`src/rtl/playback_sequencer.sv`:
```
// Song playback sequencer: fetches note words from song memory and plays each for its decoded beat count.
// Optional build macro PLAYBACK_LOOP_EN adds a `loop` input that restarts the song at its end marker.
//
// state    | meaning
// S_IDLE   | waiting for start (also entered on stop or handshake timeout)
// S_REWIND | mem_read_rst pulse, rewinds memory read pointer
// S_FETCH  | mem_read_en pulse, timeout counter cleared
// S_WAIT   | waiting for mem_ready, bounded by TIMEOUT_TICKS
// S_DECODE | split captured word into note and duration
// S_PLAY   | pitch on note_out for the decoded number of beats
// S_GAP    | articulation silence before the next fetch
// S_DONE   | end marker reached, waiting for start
module playback_sequencer #(
  parameter int DATA_WIDTH     = 8,
  parameter int SEL_WIDTH      = 2,
  parameter int TICKS_PER_BEAT = 25_000_000,
  parameter int GAP_TICKS      = 2_500_000,
  parameter int TIMEOUT_TICKS  = 1024,
  parameter int END_CODE       = 31
) (
  input  logic                  clk,
  input  logic                  rst,
`ifdef PLAYBACK_LOOP_EN
  input  logic                  loop,
`endif
  input  logic                  start,
  input  logic                  stop,
  input  logic                  pause,
  input  logic [SEL_WIDTH-1:0]  song_sel,
  output logic [SEL_WIDTH-1:0]  mem_select,
  output logic                  mem_read_rst,
  output logic                  mem_read_en,
  input  logic [DATA_WIDTH-1:0] mem_data,
  input  logic                  mem_ready,
  output logic [4:0]            note_out,
  output logic                  busy,
  output logic                  done,
  output logic                  timeout_err
);

  localparam int DUR_W    = DATA_WIDTH - 5;
  localparam int TICK_MAX = (TICKS_PER_BEAT > GAP_TICKS) ? TICKS_PER_BEAT : GAP_TICKS;
  localparam int TICK_W   = $clog2(TICK_MAX + 1);
  localparam int TO_W     = $clog2(TIMEOUT_TICKS + 1);

  localparam logic [TICK_W-1:0] BEAT_LAST = TICK_W'(TICKS_PER_BEAT - 1);
  localparam logic [TICK_W-1:0] GAP_LAST  = TICK_W'(GAP_TICKS - 1);
  localparam logic [TO_W-1:0]   TO_LAST   = TO_W'(TIMEOUT_TICKS - 1);
  localparam logic [4:0]        END_NOTE  = 5'(END_CODE);

  typedef enum logic [2:0] {
    S_IDLE,
    S_REWIND,
    S_FETCH,
    S_WAIT,
    S_DECODE,
    S_PLAY,
    S_GAP,
    S_DONE
  } state_t;

  state_t                state;
  logic [DATA_WIDTH-1:0] note_word;
  logic [TICK_W-1:0]     tick_cnt;
  logic [DUR_W-1:0]      beat_cnt;
  logic [TO_W-1:0]       to_cnt;
  logic                  loop_req;
  logic                  active;

`ifdef PLAYBACK_LOOP_EN
  assign loop_req = loop;
`else
  assign loop_req = 1'b0;
`endif

  assign active = (state != S_IDLE) && (state != S_DONE);

  always_ff @(posedge clk) begin
    if (rst) begin
      state        <= S_IDLE;
      mem_select   <= '0;
      mem_read_rst <= 1'b0;
      mem_read_en  <= 1'b0;
      note_out     <= '0;
      busy         <= 1'b0;
      done         <= 1'b0;
      timeout_err  <= 1'b0;
      note_word    <= '0;
      tick_cnt     <= '0;
      beat_cnt     <= '0;
      to_cnt       <= '0;
    end else begin
      mem_read_rst <= 1'b0;
      mem_read_en  <= 1'b0;
      done         <= 1'b0;

      if (stop && active) begin
        state    <= S_IDLE;
        note_out <= '0;
        busy     <= 1'b0;
        tick_cnt <= '0;
        beat_cnt <= '0;
        to_cnt   <= '0;
      end else begin
        case (state)
          S_IDLE, S_DONE: begin
            if (start && !stop) begin
              mem_select   <= song_sel;
              timeout_err  <= 1'b0;
              mem_read_rst <= 1'b1;
              busy         <= 1'b1;
              state        <= S_REWIND;
            end
          end

          S_REWIND: begin
            mem_read_en <= 1'b1;
            state       <= S_FETCH;
          end

          S_FETCH: begin
            to_cnt <= '0;
            state  <= S_WAIT;
          end

          // A ready arriving on the final allowed cycle still wins over the timeout.
          S_WAIT: begin
            if (mem_ready) begin
              note_word <= mem_data;
              state     <= S_DECODE;
            end else if (to_cnt == TO_LAST) begin
              timeout_err <= 1'b1;
              note_out    <= '0;
              busy        <= 1'b0;
              to_cnt      <= '0;
              state       <= S_IDLE;
            end else begin
              to_cnt <= to_cnt + 1'b1;
            end
          end

          S_DECODE: begin
            if (note_word[4:0] == END_NOTE) begin
              note_out <= '0;
              done     <= 1'b1;
              if (loop_req) begin
                mem_read_rst <= 1'b1;
                state        <= S_REWIND;
              end else begin
                busy  <= 1'b0;
                state <= S_DONE;
              end
            end else begin
              note_out <= note_word[4:0];
              tick_cnt <= '0;
              beat_cnt <= '0;
              state    <= S_PLAY;
            end
          end

          // beat_cnt runs 0..duration code, giving duration+1 beats.
          S_PLAY: begin
            if (!pause) begin
              if (tick_cnt == BEAT_LAST) begin
                tick_cnt <= '0;
                if (beat_cnt == note_word[DATA_WIDTH-1:5]) begin
                  beat_cnt <= '0;
                  note_out <= '0;
                  state    <= S_GAP;
                end else begin
                  beat_cnt <= beat_cnt + 1'b1;
                end
              end else begin
                tick_cnt <= tick_cnt + 1'b1;
              end
            end
          end

          S_GAP: begin
            if (!pause) begin
              if (tick_cnt == GAP_LAST) begin
                tick_cnt    <= '0;
                mem_read_en <= 1'b1;
                state       <= S_FETCH;
              end else begin
                tick_cnt <= tick_cnt + 1'b1;
              end
            end
          end

          default: begin
            note_out <= '0;
            busy     <= 1'b0;
            state    <= S_IDLE;
          end
        endcase
      end
    end
  end

endmodule

```
`config.mk`:
```
export PLATFORM = sky130hd
export DESIGN_NAME = playback_sequencer
export DESIGN_NICKNAME = d
export VERILOG_FILES = /design/src/rtl/playback_sequencer.sv
export SDC_FILE = /design/constraint.sdc
export NUM_CORES = 1
export LEC_CHECK = 0
export CORE_MARGIN = 2
export CORE_UTILIZATION = 55
export DETAILED_ROUTE_END_ITERATION = 8
export GPL_TIMING_DRIVEN = 0
export PLACE_DENSITY = 0.74
export SYNTH_ARGS = -nofsm -noshare
export SYNTH_HDL_FRONTEND = slang
export SYNTH_SLANG_ARGS = --single-unit
```
`constraint.sdc`:
```
create_clock -name clk -period 6.31 [get_ports clk]
set_clock_uncertainty 0.05 [all_clocks]
set_input_delay 1.262 -clock clk [delete_from_list [all_inputs] [get_ports clk]]
set_output_delay 1.262 -clock clk [all_outputs]
set_load 0.02 [all_outputs]
```
==> results.txt <==
The die boundary height is 80.54 µm, and the total number of nets in the final design is 436. The clock-pin slew on the worst setup and hold paths is 70 ps, and the number of clock sinks seen by CTS is 62. Number of vias per cell after detailed routing: 5.751.

In the final layout, the multi-input gates occupy 1882 µm². The die outline area was 6486 µm²; the highest fanout seen on the critical path was 6. In this run, synthesis produced a sequential element count of 62. The hold violation count in the final report was 0.

At the worst endpoint, the required time is 6490 ps. The type of the worst min-delay path was reg -> reg. In the final timing run, aggregate negative setup slack is 0 ps.

Yosys instantiated no cell more often than sky130_fd_sc_hd__dfxtp_1. Yosys printed 0 warnings. The total DRC errors in the routed layout was 0; the width of the die was 80.54 µm. Number of max-slew violations in the final report: 0. For the footprint of the flip-flops and latches, the log shows 1241 µm².

The synthesized netlist occupies a cell area of 3222 µm². The detail route stage leaves a number of antenna-violating nets equal to 0. The post-route total power was 0.9799 mW. The final clock period utilization by the worst path was 51.55%. The global-route total usage across every layer is 24.72%. The via count of the first global-routing pass is 2704.

At the pin with the least slew margin, the transition time is 851.5 ps. The worst register-to-register path has a setup slack of 3520 ps. The routed design has 7379 µm of wire. Once the floorplan was initialized, standard cells occupied 57.80% of the core. The worst register-to-register path ends at tick_cnt[20]. Clock tree synthesis selected as its root buffer the cell sky130_fd_sc_hd__clkbuf_8. The run gives 0.0001722 V as the worst supply voltage drop on vdd.

The run gives 0 as the total of hold buffers inserted after clock tree synthesis. The power density normalized to cell area came out at 260.3 nW/µm². Clock insertion delay at the later pin of the skew report: 340 ps.

The run gives 3 as the number of H-tree levels. The tools report the critical path capture point type as a register. Entering global routing, the biggest net connects 11 pins. TritonCTS built the clock tree. The number of antenna diodes in the final layout is 0. The worst register-to-register path begins at state[1]. Counting flops with an async set or reset pin after synthesis yields a share of 0%. Setup violations remaining at the end of the flow were counted as 0. After clock tree synthesis, the setup repair step added 0 buffers. The cell count after synthesis came out at 375. The core region is 5574 µm². The logs give 0 for the max-cap violation count and 27 for the row count. Sorting the synthesized cells by how often they occur yields 62 x sky130_fd_sc_hd__dfxtp_1, 53 x sky130_fd_sc_hd__nor2_1, 37 x sky130_fd_sc_hd__nand2_1.

By area the synthesized netlist is led by sky130_fd_sc_hd__dfxtp_1 39%, sky130_fd_sc_hd__nor2_1 6.2%, sky130_fd_sc_hd__mux2i_1 5.6%. Of the synthesized area, sequential elements account for 38.52%. The worst setup path is launched from a primary input. Number of buffers inserted during clock tree synthesis: 9. The number of detailed-route iterations in the first pass was 4; the wire length of the first global-routing pass was 12470 µm. In this run the deepest clock path goes through 2 buffers. The run finished with clean final reports.

The run gives 63 as the distinct cell type count after synthesis. The share of cells above drive strength 1 works out to 9.330%. Global routing finished with a remaining overflow of 0. The logs give 0.9032 for the global placer's final weighted congestion and 237 for the number of DRC markers in iteration 0. The mean routed wirelength per cell works out to 15.06 µm. Gates resized during post-CTS repair numbered 0. For the worst slew margin relative to its limit, the log shows 42.34%. The count of buffers inserted at the top-level ports was 27. The kind of critical path was in -> reg.

Compared with the post-synthesis result, the final layout area differs by 16.85%. The run gives 0 as the number of antenna violations at the first check in global routing. In this run the mean area of a mapped cell was 8.592 µm². The depth of the worst register-to-register path is 9, and the count of flip-flops with a built-in enable after synthesis is 0. The post-layout minimum cycle time is 3253 ps. The highest clock frequency the design can meet came out at 307.4 MHz.

The routed layout has 2818 vias. Once detailed placement completed, the half-perimeter wirelength came to 5405 µm. Summed over all cells, the static leakage comes to 1.332 nW.

Final hold analysis gives a worst-case slack of 417.3 ps. The worst setup path endpoint is tick_cnt[20]. When the netlist entered floorplanning its net count stood at 398. The logs give 3440 ps for the arrival time at the worst endpoint and 28 for the top-level I/O count.

The filler cell count is 476. The synthesized design spends more area on one cell type than any other, namely sky130_fd_sc_hd__dfxtp_1. Setup repair after global routing left no endpoint under its margin.

After synthesis, the largest area contributor takes up 38.52% of total cell area. The most used flip-flop cell after synthesis is sky130_fd_sc_hd__dfxtp_1. The worst setup path startpoint was pause.
==> cells in the final DEF (no fill, tap or decap), types with 14 or more instances in the layout <==
cell,netlist,layout
sky130_fd_sc_hd__dfxtp_1,62,62
sky130_fd_sc_hd__nor2_1,53,53
sky130_fd_sc_hd__nand2_1,37,37
sky130_fd_sc_hd__clkdlybuf4s50_1,0,27
sky130_fd_sc_hd__nand3_1,19,19
sky130_fd_sc_hd__mux2i_1,18,18
sky130_fd_sc_hd__xor2_1,17,17
sky130_fd_sc_hd__a21oi_1,14,14
==> worst max-delay path: stages <==
cell and delay [ps]:
sky130_fd_sc_hd__clkdlybuf4s50_1 480, sky130_fd_sc_hd__o21ai_0 140, sky130_fd_sc_hd__o311ai_1 300, sky130_fd_sc_hd__nor4_1 820
sky130_fd_sc_hd__nand3_1 200, sky130_fd_sc_hd__xor2_1 180, sky130_fd_sc_hd__nor2_1 50
==> state kept, by name (all words and copies together), names as in the netlist, 2 cells and up <==
name / flops
beat_cnt: 3
mem_select: 2
note_word: 8
tick_cnt: 25
to_cnt: 11
note_out: 5
state: 3
==> metal layers <==
metal | global-route usage, % | share of wire [%]
met5 | 0 | 0
met4 | 8.814 | 2.0
met3 | 5.618 | 4.7
met2 | 40.92 | 47
met1 | 31.45 | 46
==> kinds of logic (layout without fill, tap and decap cells) <==
family | after synthesis | after routing | synth area share (%)
fa+ha+maj | 7 | 7 | 2.718
compound gates | 53 | 53 | 10.87
buf+inv | 22 | 65 | 3.068
simple gates | 185 | 185 | 31.53
mux | 19 | 19 | 5.942
xor+xnor | 27 | 27 | 7.340
flops | 62 | 62 | 38.52
==> metrics by stage <==
step                cell area (µm²)  instances  worst slack (ps)  util [%]
CTS                            3765        490              3106     67.54
detailed placement             3582        474              2757     64.26
global route                   3765        490              2901     67.54
global placement               3582        474              2807     64.26
finish                         3765        490              3057     67.54
floorplan                      3222        375              3690         -
==> where the power goes <==
part           switching (mW)  total [mW]  internal (mW)
Combinational           0.137       0.227         0.0896
Clock                   0.156       0.338          0.182
Sequential             0.0101       0.415          0.405
==> final cells by class <==
class / count / area share [%]
multi-input combinational: 291 / 49.98
timing repair buffer: 27 / 7.178
tap: 72 / 2.393
inverter: 8 / 0.7976
clock buffer: 12 / 3.589
buffer: 14 / 1.828
clock inverter: 4 / 1.263
sequential: 62 / 32.97
==> worst min-delay path by stage <==
stage	startpoint	endpoint	slack [ps]	cells past startpoint
global route	to_cnt[10]	to_cnt[10]	430	1
global placement	to_cnt[10]	to_cnt[10]	390	1
CTS	to_cnt[10]	to_cnt[10]	420	1
floorplan	to_cnt[10]	to_cnt[10]	380	1
detailed placement	to_cnt[10]	to_cnt[10]	400	1
finish	note_out[3]	note_out[3]	420	2
Note: power is estimated with default switching activity, not from simulation.
